==> config.mk <==
export PLATFORM = sky130hd
export DESIGN_NAME = sample_acquisition_seq
export DESIGN_NICKNAME = d
export VERILOG_FILES = /design/src/rtl/sample_acquisition_seq.sv
export SDC_FILE = /design/constraint.sdc
export NUM_CORES = 1
export LEC_CHECK = 0
export BUFFER_PORTS_ARGS = -buffer_cell sky130_fd_sc_hd__buf_4
export CORE_ASPECT_RATIO = 1.75
export CORE_UTILIZATION = 40
export DETAILED_ROUTE_END_ITERATION = 8
export PLACE_DENSITY = 0.65
export RECOVER_POWER = 25
export SLEW_MARGIN = 40
export SYNTH_ARGS = -nofsm -noshare
export SYNTH_HDL_FRONTEND = slang
export SYNTH_SLANG_ARGS = --single-unit
export TNS_END_PERCENT = 100
==> constraint.sdc <==
create_clock -name clk -period 4 [get_ports clk]
set_input_delay 0.2 -clock clk [delete_from_list [all_inputs] [get_ports clk]]
set_output_delay 0.2 -clock clk [all_outputs]
set_load 0.01 [all_outputs]
==> src/rtl/sample_acquisition_seq.sv <==
`default_nettype none
// ============================================================================
// Module  : sample_acquisition_seq
// Brief   : Multi-step precharge/sample/ADC-handshake sequencer driving the
//           az-mux and precharge switches for up to NUM_CH configurations.
// Revision: 1.0 - initial release
// ============================================================================
module sample_acquisition_seq #(
    parameter int                 NUM_CH   = 4,
    parameter int                 MUX_W    = 4,
    parameter int                 CNT_W    = 32,
    parameter int                 PC_W     = 24,
    parameter logic [MUX_W-1:0]   MUX_IDLE = '0,
    localparam int                c_STEP_W = (NUM_CH > 1) ? $clog2(NUM_CH) : 1,
    localparam int                c_LEN_W  = $clog2(NUM_CH) + 1
) (
    input  logic                    clk,
    input  logic                    reset_n,
    input  logic                    arm_i,
    input  logic [PC_W-1:0]         p_clk_count_precharge,
    input  logic [CNT_W-1:0]        p_clk_sample_duration,
    input  logic [c_LEN_W-1:0]      p_seq_len,
    input  logic [NUM_CH*MUX_W-1:0] p_mux_codes,
    input  logic [NUM_CH*2-1:0]     p_pc_sel,
    input  logic                    adc_done_i,
    output logic [MUX_W-1:0]        azmux_o,
    output logic                    sw_pc1_o,
    output logic                    sw_pc2_o,
    output logic                    adc_trig_o,
    output logic                    seq_done_o,
    output logic                    busy_o,
    output logic [c_STEP_W-1:0]     step_o,
    output logic [7:0]              monitor_o
);

    localparam int         c_CT_W      = (CNT_W > PC_W) ? CNT_W : PC_W;
    localparam logic [2:0] c_IDLE      = 3'd0;
    localparam logic [2:0] c_PRECHARGE = 3'd1;
    localparam logic [2:0] c_SAMPLE    = 3'd2;
    localparam logic [2:0] c_WAIT_ADC  = 3'd3;
    localparam logic [2:0] c_NEXT      = 3'd4;

    logic [2:0]          r_state;
    logic [2:0]          w_state_nxt;
    logic [c_CT_W-1:0]   r_cnt;
    logic [c_STEP_W-1:0] r_step;
    logic [MUX_W-1:0]    r_code;
    logic [1:0]          r_pc_sel;
    logic                r_adc_trig;

    logic [c_LEN_W-1:0]  w_len;
    logic                w_last;
    logic [c_STEP_W-1:0] w_next_step;
    logic [c_STEP_W-1:0] w_load_idx;
    logic [MUX_W-1:0]    w_new_code;
    logic [1:0]          w_new_sel;
    logic                w_cnt_zero;
    logic                w_start;

    // Effective length is evaluated live at the step boundary (NEXT edge).
    always_comb begin
        if (p_seq_len == '0) begin
            w_len = c_LEN_W'(1);
        end else if (p_seq_len > c_LEN_W'(NUM_CH)) begin
            w_len = c_LEN_W'(NUM_CH);
        end else begin
            w_len = p_seq_len;
        end
    end

    assign w_last      = (c_LEN_W'(r_step) >= (w_len - c_LEN_W'(1)));
    assign w_next_step = w_last ? '0 : (r_step + c_STEP_W'(1));
    assign w_load_idx  = (r_state == c_NEXT) ? w_next_step : '0;
    assign w_cnt_zero  = (r_cnt == '0);
    assign w_start     = arm_i && ((r_state == c_IDLE) || (r_state == c_NEXT));

    always_comb begin
        w_new_code = p_mux_codes[MUX_W-1:0];
        w_new_sel  = p_pc_sel[1:0];
        for (int k = 0; k < NUM_CH; k++) begin
            if (w_load_idx == k[c_STEP_W-1:0]) begin
                w_new_code = p_mux_codes[k*MUX_W +: MUX_W];
                w_new_sel  = p_pc_sel[k*2 +: 2];
            end
        end
    end

    always_ff @(posedge clk or negedge reset_n) begin
        if (!reset_n) begin
            r_state <= c_IDLE;
        end else begin
            r_state <= w_state_nxt;
        end
    end

    always_comb begin
        w_state_nxt = r_state;
        case (r_state)
            c_IDLE:      if (arm_i) w_state_nxt = c_PRECHARGE;
            c_PRECHARGE: if (w_cnt_zero) w_state_nxt = c_SAMPLE;
            c_SAMPLE:    if (w_cnt_zero) w_state_nxt = c_WAIT_ADC;
            c_WAIT_ADC:  if (adc_done_i) w_state_nxt = c_NEXT;
            c_NEXT:      w_state_nxt = arm_i ? c_PRECHARGE : c_IDLE;
            default:     w_state_nxt = c_IDLE;
        endcase
    end

    // Step configuration is latched at step start so register writes mid-step are invisible.
    always_ff @(posedge clk or negedge reset_n) begin
        if (!reset_n) begin
            r_cnt      <= '0;
            r_step     <= '0;
            r_code     <= MUX_IDLE;
            r_pc_sel   <= '0;
            r_adc_trig <= 1'b0;
        end else begin
            r_adc_trig <= (r_state == c_PRECHARGE) && w_cnt_zero;
            if (w_start) begin
                r_code   <= w_new_code;
                r_pc_sel <= w_new_sel;
                r_cnt    <= c_CT_W'(p_clk_count_precharge);
            end else if (r_state == c_PRECHARGE) begin
                r_cnt <= w_cnt_zero ? c_CT_W'(p_clk_sample_duration) : (r_cnt - c_CT_W'(1));
            end else if ((r_state == c_SAMPLE) && !w_cnt_zero) begin
                r_cnt <= r_cnt - c_CT_W'(1);
            end
            if (r_state == c_IDLE) begin
                r_step <= '0;
            end else if (r_state == c_NEXT) begin
                r_step <= arm_i ? w_next_step : '0;
            end
        end
    end

    always_comb begin
        azmux_o    = MUX_IDLE;
        sw_pc1_o   = 1'b0;
        sw_pc2_o   = 1'b0;
        seq_done_o = 1'b0;
        busy_o     = (r_state != c_IDLE);
        case (r_state)
            c_PRECHARGE, c_WAIT_ADC: azmux_o = r_code;
            c_SAMPLE: begin
                azmux_o  = r_code;
                sw_pc1_o = r_pc_sel[0];
                sw_pc2_o = r_pc_sel[1];
            end
            c_NEXT: begin
                azmux_o    = r_code;
                seq_done_o = w_last;
            end
            default: azmux_o = MUX_IDLE;
        endcase
    end

    assign adc_trig_o = r_adc_trig;
    assign step_o     = r_step;
    assign monitor_o  = {r_state, adc_trig_o, sw_pc2_o, sw_pc1_o, seq_done_o, busy_o};

endmodule
`default_nettype wire

==> results of run 1 <==
-- worst paths after layout --
path / startpoint / to / slack [ns]
worst max-delay path: r_cnt[0] / r_cnt[16] / 0.78
worst min-delay path: p_clk_count_precharge[17] / r_cnt[17] / 0.11
worst max register to register: r_cnt[0] / r_cnt[16] / 0.78
worst min register to register: r_code[1] / r_code[1] / 0.47
max in group asynchronous: reset_n / r_cnt[6] / 1.40
min in group asynchronous: reset_n / r_cnt[24] / 1.21
-- sequential cells by signal, indices dropped and copies added, names as in the netlist --
name and count:
adc_trig_o 1, step_o 2, r_pc_sel 2, r_state 3
r_code 4, r_cnt 32
-- layout make-up --
class / instances / area (um^2) / area share
Tap cell: 90 / 113 / 0.0264
Multi-Input combinational cell: 329 / 2010 / 0.472
Inverter: 7 / 26.3 / 0.00615
Clock inverter: 3 / 42.5 / 0.00996
Clock buffer: 5 / 125 / 0.0293
Timing Repair Buffer: 113 / 847 / 0.198
Sequential cell: 44 / 1100 / 0.258
-- per-layer routing --
| metal | vias to the layer above | track usage | part of all wire |
|---|---|---|---|
| met1 | 1609 | 0.266 | 0.37 |
| met3 | 24 | 0.0339 | 0.059 |
| met2 | 123 | 0.482 | 0.54 |
| li1 | 1685 | - | - |
| met4 | 0 | 0.119 | 0.030 |
| met5 | - | 0 | 0 |
-- power by group through the flow --
stage | Sequential (mW) | Clock [mW] | Combinational (mW)
floorplan | 0.457 | 0 | 0.0181
global placement | 0.457 | 0 | 0.0954
detailed placement | 0.457 | 0 | 0.0972
CTS | 0.449 | 0.480 | 0.0983
global route | 0.449 | 0.495 | 0.107
finish | 0.449 | 0.479 | 0.0960
-- placed cells by master (no fill, tap or decap), types with 4 or more instances in the layout --
cell type and n:
a211o_1 4, a21oi_1 19, a221o_1 6, a221oi_1 10, a22oi_1 6, and2_1 8, buf_4 111, clkbuf_16 5
dfrtp_1 44, ha_1 5, inv_1 7, mux2i_1 6, nand2_1 52, nand2b_1 8, nand3_1 17, nor2_1 37
nor3_1 20, nor4_1 10, nor4_2 4, o211ai_1 6, o21ai_0 26, o21ai_1 18, o31ai_1 5, or3_1 6
or4_1 4, xnor2_1 6, xor2_1 9
-- worst register-to-register path, cell delays in order (launching register included) --
cell and delay, ns:
dfrtp_1 0.44, inv_1 0.11, ha_1 0.21, nor3b_1 0.55
nand3_1 0.50, or3b_2 0.61, xor2_1 0.23, o21ai_0 0.16
a211o_1 0.30
-- per-stage QoR --
stage                     worst slack (ns)   util  cells
after CTS                            0.786  0.537    591
after detailed placement             0.821  0.514    582
after global routing                 0.608  0.536    591
after global placement               0.819  0.514    582
after floorplan                       1.44      -    410
final                                0.778  0.536    591
-- kinds of logic (layout without fill, tap and decap cells) --
kind of cell             count (synthesis)  after routing  synth area share
AND/OR/NAND/NOR                        187            187             0.302
AO/OA/AOI/OAI                          116            116             0.231
flip-flops                              44             44             0.335
buffers and inverters                   37            128            0.0549
XOR/XNOR                                15             15            0.0400
multiplexers                             6              6            0.0183
adder cells (fa/ha/maj)                  5              5            0.0190
==> Flow_metrics.wiki, run 1 <==
{| class="wikitable"
! Metric !! Value
|-
| Worst Path Buf+Inv || 1
|-
| Final setup skew || 0.00542 ns
|-
| Number of synthesized register bits || 44
|-
| Number of DRC markers after the initial detailed-route iteration || 329
|-
| Hold Crit Depth || 3
|-
| Violated checks || design-rule violations, max-capacitance violations, max-slew violations
|-
| First drt pass iteration count || 6
|-
| Worst-path clk slew || 0.07 ns
|-
| Number of fill cells || 789
|-
| Final-layout setup total negative slack || 0 ns
|-
| Switching power total || 0.220 mW
|-
| Top area cells in the synthesized netlist || dfrtp_1 (34%), nand2_1 (5.9%), nor2_1 (4.2%)
|-
| Static leakage || 1.85 nW
|-
| Status || complete, but fails checks
|-
| Average footprint of a synthesized cell || 8.01 um^2
|-
| Post-synthesis async set-or-reset flop share || 1.00
|-
| Clock share of power || 0.468
|-
| Remaining routing DRC violations || 8
|-
| Data arrival time at the worst-slack endpoint || 3.40 ns
|-
| WP data required || 4.18 ns
|-
| Sequential group share of total power || 0.438
|-
| Synth Net Count || 502
|-
| Cell-by-cell listing of the critical path || inv_1, ha_1, nor3b_1, nand3_1, or3b_2, xor2_1, o21ai_0, a211o_1
|-
| Chip height || 122 um
|-
| I/O pin count || 106
|-
| Worst Max-Slew Pin Slew || 2.46 ns
|-
| Deepest clock path buffer count || 2
|-
| Length in cells of the worst reg-to-reg path || 8
|-
| CP Class || register to register
|-
| Achievable Freq || 310 MHz
|-
| H-tree levels || 2
|-
| Die extent in x || 70.5 um
|-
| Most numerous cell in the Yosys netlist || nand2_1
|-
| Final min period || 3.22 ns
|-
| Post-CTS setup buffer count || 0
|-
| Largest stage delay, worst path || 0.61 ns
|-
| PnR Total Power || 1.02 mW
|-
| Via count of the first global-routing pass || 3,538
|-
| Antenna violations before repair || 0
|-
| Relative slew margins || -0.640
|-
| Cell area after synthesis || 3280 um^2
|-
| Cell taking the most area after synthesis || dfrtp_1
|-
| Clk_lat worst skew || 0.29 ns
|-
| Port Buf Inserts || 105
|-
| CP delay by family, top || simple AND/OR/NAND/NOR gates
|-
| Type of origin of the critical path || register
|-
| Post-route cell area || 4270 um^2
|-
| Top cells by instance count after synthesis || nand2_1 (52), dfrtp_1 (44), nor2_1 (37)
|-
| WL per Instance || 17.3 um
|-
| Antenna diode instance count || 0
|-
| Number of distinct standard cells referenced by the synthesized netlist || 53
|-
| Fin crit share || 0.805
|-
| Power per standard cell area || 240 nW/um^2
|-
| Logic depth of the worst path, buffers included || 8
|-
| Sequential cell area fraction in the yosys report || 0.335
|-
| Net total in the final layout || 592
|-
| Post-synthesis cell count || 410
|-
| Final Hold Violating Endpoints || 0
|-
| Slowest CP cell || or3b_2
|-
| Area share of the largest cell type after synthesis || 0.335
|-
| Max Fanout on Critical Path || 12
|-
| Number of slew-limit violations in the final report || 45
|-
| Number of warnings printed during yosys synthesis || 0
|-
| EDFF count, synth || 0
|-
| Grt total ovfl || 0
|-
| Root buffer selected by CTS || clkbuf_16
|-
| Unrepaired setup endpoints after global routing || no
|-
| Net switching share of the total power || 0.215
|-
| Gates resized, CTS repair || 0
|-
| Wire length of the first global-routing pass || 16,900 um
|-
| Area post-placement || 4100 um^2
|-
| Main synth FF type || dfrtp_1
|-
| Largest net degree at the start of global routing || 45
|-
| Detail Placement HPWL || 7650 um
|-
| Internal power component || 0.804 mW
|-
| Antenna violation net count after detailed routing || 0
|-
| HP Class || input pin to register
|-
| Wirelength, routed || 10,200 um
|-
| Total Die Area || 8590 um^2
|-
| Starting density of the core || 0.412
|-
| Growth of design area from synthesis to finish || 30.0%
|-
| Hold slack || 0.106 ns
|-
| Proportion of layout cells with a drive suffix above 1 || 0.261
|-
| Clock tree from TritonCTS || built
|-
| VDD IR-drop max || 211 uV
|-
| Power share of the combinational group || 0.094
|-
| TritonCTS buffer count || 5
|-
| Crit end category || register
|-
| Placeable Area || 7960 um^2
|-
| # Max-Cap Violations || 1
|-
| Number of sinks handled by clock tree synthesis || 44
|-
| Placer congestion estimate || 0.835
|-
| Row count || 43
|-
| Vias per inst || 5.82
|-
| Vias post-DR || 3,441
|-
| Hold_buf cts || 1
|-
| Total Routing Usage GR || 0.251
|-
| Finish-stage setup viols || 0
|}
Power figures use the tool's default switching activity.
==> run 2: changes to the inputs <==
--- a/config.mk
+++ b/config.mk
@@ -5,11 +5,11 @@
 export SDC_FILE = /design/constraint.sdc
 export NUM_CORES = 1
 export LEC_CHECK = 0
+export ABC_AREA = 1
 export BUFFER_PORTS_ARGS = -buffer_cell sky130_fd_sc_hd__buf_4
 export CORE_ASPECT_RATIO = 1.75
 export CORE_UTILIZATION = 40
 export DETAILED_ROUTE_END_ITERATION = 8
-export PLACE_DENSITY = 0.65
 export RECOVER_POWER = 25
 export SLEW_MARGIN = 40
 export SYNTH_ARGS = -nofsm -noshare
==> constraint.sdc (replaced) <==
create_clock -name clk -period 3 [get_ports clk]
set_input_delay 0.15 -clock clk [delete_from_list [all_inputs] [get_ports clk]]
set_output_delay 0.15 -clock clk [all_outputs]
set_load 0.01 [all_outputs]
==> run 2 against run 1 <==
The flow now finishes without violations; setup slack lost 0.084 ns; largest power group is now combinational logic; sequential share of layout area fell by 2.9 points; cell area up 13%; count of clock-buffer cells in the layout is 1 higher; highest routed layer unchanged; clock power grew 33%.
==> Flow_metrics.wiki, run 2 <==
{| class="wikitable"
! Metric !! Value
|-
| Status || finished, final reports clean
|-
| Cell taking the most area after synthesis || dfrtp_1
|-
| Antenna violation net count after detailed routing || 0 (unchanged)
|-
| Final standard cell count with taps included and fillers excluded || 845 (+43%)
|-
| Sequential cell area fraction in the yosys report || 0.291 (-0.0445)
|-
| Relative slew margins || 0.195 (+0.835)
|-
| Vias post-DR || 4,127 (+20%)
|-
| Type of origin of the critical path || register
|-
| Final Hold Violating Endpoints || 0 (unchanged)
|-
| Synth Net Count || 719 (+43%)
|-
| Gates resized, CTS repair || 0 (unchanged)
|-
| # Max-Cap Violations || 0 (-1)
|-
| End-of-flow core utilization || 0.526 (-0.0103)
|-
| Registers with the most flip-flops || r_cnt x32, r_code x4, r_state x3
|-
| Grt total ovfl || 0 (unchanged)
|-
| Max Fanout on Critical Path || 7 (-5)
|-
| Post-placement cell count || 836 (+44%)
|-
| Most numerous cell in the Yosys netlist || nand2_1
|-
| Static leakage || 2.69 nW (+45%)
|-
| Top area cells in the synthesized netlist || dfrtp_1 (29%), nand2_1 (22%), inv_1 (8.9%)
|-
| Total Die Area || 9880 um^2 (+15%)
|-
| I/O pin count || 106 (unchanged)
|-
| Net total in the final layout || 816 (+38%)
|-
| Area share of the largest cell type after synthesis || 0.291 (-0.0445)
|-
| TritonCTS buffer count || 5 (unchanged)
|-
| Chip height || 131 um (+7.3%)
|-
| HP Class || input pin to register
|-
| Port Buf Inserts || 105 (unchanged)
|-
| CP Class || register to register
|-
| Wire length of the first global-routing pass || 19,300 um (+14%)
|-
| Top cells by instance count after synthesis || nand2_1 (223), inv_1 (90), nor2_1 (74)
|-
| Post-CTS setup buffer count || 0 (unchanged)
|-
| Root buffer selected by CTS || clkbuf_16
|-
| H-tree levels || 2 (unchanged)
|-
| Growth of design area from synthesis to finish || 27.1%
|-
| Number of synthesized register bits || 44 (unchanged)
|-
| Proportion of layout cells with a drive suffix above 1 || 0.190 (-0.0711)
|-
| Worst Max-Slew Pin Slew || 1.21 ns (-1.25 ns)
|-
| Placer congestion estimate || 0.869 (+4.0%)
|-
| Post-synthesis cell count || 627 (+53%)
|-
| Number of distinct standard cells referenced by the synthesized netlist || 32 (-40%)
|-
| Final setup skew || 0.00646 ns (+0.00105 ns)
|-
| WP data required || 3.19 ns (-0.99 ns)
|-
| First drt pass iteration count || 4 (-2)
|-
| Average footprint of a synthesized cell || 6.04 um^2 (-25%)
|-
| Register name with the most flops || r_cnt
|-
| Placeable Area || 9150 um^2 (+15%)
|-
| Finish-stage setup viols || 0 (unchanged)
|-
| Row count || 46 (+7.0%)
|-
| Wirelength, routed || 11,800 um (+16%)
|-
| WL per Instance || 14.0 um (-19%)
|-
| Unrepaired setup endpoints after global routing || no
|-
| Largest net degree at the start of global routing || 45 (unchanged)
|-
| Fin crit share || 0.768 (-0.0370)
|-
| Vias per inst || 4.88 (-16%)
|-
| Area post-placement || 4640 um^2 (+13%)
|-
| Number of slew-limit violations in the final report || 0 (-100%)
|-
| Worst-path clk slew || 0.07 ns (about the same)
|-
| Post-route cell area || 4810 um^2 (+13%)
|-
| Post-synthesis async set-or-reset flop share || 1.00 (unchanged)
|-
| Via count of the first global-routing pass || 4,151 (+17%)
|-
| Starting density of the core || 0.414 (+0.00139)
|-
| Deepest clock path buffer count || 2 (unchanged)
|-
| Clock tree from TritonCTS || built
|-
| Most used cells in the layout excluding fill and tap cells || nand2_1 (223), buf_4 (109), inv_1 (90), nor2_1 (74), nand3_1 (58)
|-
| Final-layout setup total negative slack || 0 ns (unchanged)
|-
| Crit end category || register
|-
| Total Routing Usage GR || 0.261 (+0.00966)
|-
| Most frequent standard cell in the layout excluding fill and tap cells || nand2_1
|-
| Largest register FFs || 32 (unchanged)
|-
| Power per standard cell area || 836 nW/um^2 (+250%)
|-
| Main synth FF type || dfrtp_1
|-
| Remaining routing DRC violations || 0 (-8)
|-
| Die extent in x || 75.6 um (+7.2%)
|-
| Number of sinks handled by clock tree synthesis || 44 (unchanged)
|-
| Detail Placement HPWL || 9110 um (+19%)
|-
| Antenna diode instance count || 0 (unchanged)
|-
| Antenna violations before repair || 0 (unchanged)
|-
| Final min period || 2.31 ns (-0.916 ns)
|-
| Clk_lat worst skew || 0.29 ns (about the same)
|-
| Cell area after synthesis || 3790 um^2 (+15%)
|-
| EDFF count, synth || 0 (unchanged)
|-
| VDD IR-drop max || 491 uV (+130%)
|-
| Number of warnings printed during yosys synthesis || 0 (unchanged)
|-
| Data arrival time at the worst-slack endpoint || 2.49 ns (-0.91 ns)
|-
| Number of DRC markers after the initial detailed-route iteration || 193 (-41%)
|-
| Achievable Freq || 434 MHz (+40%)
|}
[run 2: cell count changes in the layout (fill, tap and decap cells not counted), moves of 9 or more]
cell / delta
nor3_1: -17
o21ai_1: -16
a21oi_1: -9
nand4_1: +9
nand2_1: +171
nor2_1: +37
a221oi_1: -10
inv_1: +83
o21ai_0: -12
nor4_1: -10
nand3_1: +41
[run 2: where the power goes]
group,internal (mW),switching (mW),total [mW]
Combinational,0.851,1.43,2.28
Clock,0.392,0.246,0.638
Sequential,0.825,0.279,1.10
[run 2: cell type report]
type	count	area (um^2)
fill	982	4340
inverter	97	364
multi-input combinational	465	2200
clock inverter	2	35.0
tap	120	150
timing repair buffer	111	833
sequential	44	1100
clock buffer	6	129
[run 2: cell families (layout without fill, tap and decap cells)]
family | count (synthesis) | count (layout) | synth area share
xor gates and xnor gates | 20 | 20 | 0.0463
buffers and inverters | 118 | 216 | 0.129
and+or+nand+nor | 394 | 394 | 0.443
adders and majority gates | 5 | 5 | 0.0165
AOI/OAI and AO/OA | 46 | 46 | 0.0753
DFF | 44 | 44 | 0.291
[run 2: repair_timing]
item	4_1_cts	5_1_grt
endpoints found under the hold margin	44	0
setup endpoints to repair	0	0
hold buffers	1	0
[run 2: worst paths after layout]
path / endpoint / slack [ns] / startpoint / cells after the start
setup reg to reg: r_pc_sel[0] / 0.69 / step_o[0] / 12
setup / recovery: r_pc_sel[0] / 0.69 / step_o[0] / 12
hold / removal: r_cnt[16] / 0.11 / p_clk_sample_duration[16] / 3
max in group asynchronous: r_cnt[0] / 1.64 / reset_n / 2
hold reg to reg: r_pc_sel[0] / 0.48 / r_pc_sel[0] / 2
min in group asynchronous: r_cnt[14] / 0.64 / reset_n / 2
[run 2: per-layer routing]
| metal | wire length [um] | global-route usage | up-vias | share of wire |
|---|---|---|---|---|
| met5 | 0 | 0 | - | 0 |
| met1 | 4390 | 0.250 | 1867 | 0.37 |
| met4 | 422 | 0.117 | 0 | 0.036 |
| met3 | 438 | 0.0429 | 25 | 0.037 |
| met2 | 6590 | 0.516 | 104 | 0.56 |
| li1 | - | - | 2131 | - |
[run 2: critical path, stage by stage (launching register included)]
cell	delay, ns
dfrtp_1	0.42
inv_1	0.15
ha_1	0.31
inv_1	0.07
nand2_1	0.06
nand2_1	0.06
nand2_1	0.06
a21oi_1	0.39
nand3_1	0.29
o21ai_0	0.23
inv_1	0.05
nand2_1	0.06
nand2_1	0.04
[run 2: per-stage QoR]
stage                     worst slack, ns  hold slack [ns]  power, mW
after floorplan                      1.06           -0.146       2.74
after global placement              0.670            0.198       3.37
after detailed placement            0.632            0.212       3.40
after CTS                           0.707           0.0994       4.06
after global routing                0.430            0.113       4.44
final                               0.695            0.106       4.02
==> run 3: changes to the inputs <==
--- a/config.mk
+++ b/config.mk
@@ -10,6 +10,7 @@
 export CORE_ASPECT_RATIO = 1.75
 export CORE_UTILIZATION = 40
 export DETAILED_ROUTE_END_ITERATION = 8
+export PLACE_DENSITY = 0.66
 export RECOVER_POWER = 25
 export SLEW_MARGIN = 40
 export SYNTH_ARGS = -nofsm -noshare
==> constraint.sdc (replaced) <==
create_clock -name clk -period 2.06 [get_ports clk]
set_input_delay 0.103 -clock clk [delete_from_list [all_inputs] [get_ports clk]]
set_output_delay 0.103 -clock clk [all_outputs]
set_load 0.01 [all_outputs]
==> run 3 against run 2 <==
Clock skew shrank 0.0011 ns; flip-flop and latch count unchanged; die area did not move; largest power group unchanged; cell area increased by 3.4%.
==> Flow_metrics.wiki, run 3 (synthesis results as in run 2) <==
{| class="wikitable"
! Metric !! Value
|-
| Status || finished, final reports clean
|-
| Grt total ovfl || 0 (unchanged)
|-
| Number of slew-limit violations in the final report || 0 (unchanged)
|-
| # Max-Cap Violations || 0 (unchanged)
|-
| Hold path startpoint || p_clk_sample_duration[12]
|-
| Growth of design area from synthesis to finish || 31.4%
|-
| WP data required || 2.24 ns (-0.95 ns)
|-
| Registers with the most flip-flops || r_cnt x32, r_code x4, r_state x3
|-
| Number of sinks handled by clock tree synthesis || 44 (unchanged)
|-
| Finish-stage setup viols || 0 (unchanged)
|-
| Chip height || 131 um (unchanged)
|-
| Crit end category || register
|-
| H-tree levels || 2 (unchanged)
|-
| TritonCTS buffer count || 5 (unchanged)
|-
| Total Die Area || 9880 um^2 (unchanged)
|-
| Type of origin of the critical path || register
|-
| Relative slew margins || 0.209 (+0.0138)
|-
| Row count || 46 (unchanged)
|-
| Max Fanout on Critical Path || 20 (+13)
|-
| Met2 track demand over resource in global routing || 0.486 (-0.0299)
|-
| Most frequent standard cell in the layout excluding fill and tap cells || nand2_1
|-
| Final min period || 1.95 ns (-0.353 ns)
|-
| Data arrival time at the worst-slack endpoint || 2.13 ns (-0.36 ns)
|-
| Antenna violations before repair || 0 (unchanged)
|-
| Die extent in x || 75.6 um (unchanged)
|-
| WL per Instance || 13.4 um (-4.2%)
|-
| Power per standard cell area || 1200 nW/um^2 (+43%)
|-
| Placer congestion estimate || 0.895 (+3.1%)
|-
| Final setup skew || 0.00535 ns (-0.00111 ns)
|-
| Vias post-DR || 4,216 (+2.2%)
|-
| Via count of the first global-routing pass || 4,180 (+0.70%)
|-
| Post-route cell area || 4980 um^2 (+3.4%)
|-
| Deepest clock path buffer count || 2 (unchanged)
|-
| Largest register FFs || 32 (unchanged)
|-
| WHS Endpoint || r_cnt[12]
|-
| Final Hold Violating Endpoints || 0 (unchanged)
|-
| Detail Placement HPWL || 9140 um (+0.36%)
|-
| Most used cells in the layout excluding fill and tap cells || nand2_1 (222), buf_4 (123), inv_1 (89), nor2_1 (70), nand3_1 (57)
|-
| Unrepaired setup endpoints after global routing || yes
|-
| Area post-placement || 4790 um^2 (+3.1%)
|-
| Antenna violation net count after detailed routing || 0 (unchanged)
|-
| Clk_lat worst skew || 0.29 ns (about the same)
|-
| Hold Crit Depth || 3 (unchanged)
|-
| Endpoint of the worst-slack reg-to-reg timing path || r_cnt[1]
|-
| Total Routing Usage GR || 0.246 (-0.0154)
|-
| Hold slack || 0.0583 ns (-0.0478 ns)
|-
| Busiest layer in global routing || met2
|-
| Register name with the most flops || r_cnt
|-
| Length in cells of the worst reg-to-reg path || 9 (-3)
|-
| Root buffer selected by CTS || clkbuf_16
|-
| M3 GR Usage || 0.0360 (-0.00690)
|-
| I/O pin count || 106 (unchanged)
|-
| Worst-path clk slew || 0.06 ns (about the same)
|-
| Achievable Freq || 512 MHz (+18%)
|-
| R2R Setup Slk || 0.11 ns (-0.59 ns)
|-
| Post-CTS setup buffer count || 0 (unchanged)
|-
| Largest net degree at the start of global routing || 45 (unchanged)
|-
| Port Buf Inserts || 105 (unchanged)
|-
| Wirelength, routed || 11,600 um (-2.4%)
|-
| Static leakage || 2.77 nW (+3.0%)
|-
| Number of DRC markers after the initial detailed-route iteration || 256 (+33%)
|-
| First drt pass iteration count || 4 (unchanged)
|-
| Final-layout setup total negative slack || 0 ns (unchanged)
|-
| Worst Max-Slew Pin Slew || 1.19 ns (-0.0207 ns)
|-
| Net total in the final layout || 832 (+2.0%)
|-
| Vias per inst || 4.90 (+0.26%)
|-
| Placeable Area || 9150 um^2 (unchanged)
|-
| Wire length of the first global-routing pass || 18,300 um (-5.3%)
|-
| Clock tree from TritonCTS || built
|-
| Fin crit share || 0.947 (+0.179)
|-
| CP Class || register to register
|-
| VDD IR-drop max || 704 uV (+43%)
|-
| Launch instance of the worst register-to-register path || r_cnt[24]
|-
| Proportion of layout cells with a drive suffix above 1 || 0.220 (+0.0296)
|-
| Met1 capacity usage during global routing || 0.235 (-0.0150)
|-
| Starting density of the core || 0.414 (unchanged)
|-
| Remaining routing DRC violations || 0 (unchanged)
|-
| HP Class || input pin to register
|-
| End-of-flow core utilization || 0.544 (+0.0179)
|-
| Antenna diode instance count || 0 (unchanged)
|}
[run 3: changes by cell type in the layout (fill, tap and decap cells not counted), moves of 2 or more]
| cell | change |
|---|---|
| nor2_2 | +2 |
| buf_12 | +2 |
| nor2_1 | -4 |
| buf_4 | +14 |
| nor2_4 | +2 |
[run 3: worst max-delay path by stage]
stage,slack [ns],startpoint,cells past startpoint,to
3_5_place_dp,0.0006,p_seq_len[0],12,r_code[2]
2_1_floorplan,0.12,step_o[0],12,r_code[0]
3_3_place_gp,0.06,p_seq_len[0],12,r_code[0]
6_report,0.11,r_cnt[24],9,r_cnt[1]
4_1_cts,0.09,step_o[0],12,r_code[2]
5_1_grt,-0.005,r_cnt[24],9,r_cnt[1]
[run 3: layout make-up]
type / instances / area, um^2
Clock buffer: 8 / 146
Fill cell: 917 / 4180
Inverter: 97 / 368
Multi-Input combinational cell: 465 / 2230
Sequential cell: 44 / 1100
Tap cell: 120 / 150
Timing Repair Buffer: 127 / 978
[run 3: layer usage]
layer  up-vias  share of wire
met1      1882           0.37
li1       2161              -
met4         0          0.041
met3        32          0.041
met5         -              0
met2       141           0.55
[run 3: what timing repair did]
item                       4_1_cts  5_1_grt
hold buffers                     1        0
hold endpoints to repair        44        0
setup endpoints to repair        0       16
gates resized for setup          0       12
[run 3: per-stage QoR]
step / total power, mW / instances / setup WS [ns]
floorplan: 3.99 / 627 / 0.124
global placement: 5.05 / 852 / 0.0619
detailed placement: 5.12 / 852 / 0.000614
CTS: 5.99 / 861 / 0.0885
global route: 6.56 / 861 / -0.00451
finish: 5.95 / 861 / 0.108
[run 3: power by group]
group | internal, mW | switching [mW]
registers | 1.20 | 0.364
clock network | 0.485 | 0.345
logic | 1.39 | 2.16
total | 3.08 | 2.87
[run 3: worst max-delay path, cell delays in order, from the launching register on]
cell      delay [ns]
dfrtp_1         0.45
nor2_1          0.19
nand2_2         0.14
nor2_1          0.11
nand3_1         0.19
o21ai_4         0.23
nand2_2         0.11
buf_4           0.22
o211ai_1        0.12
nand2_1         0.08
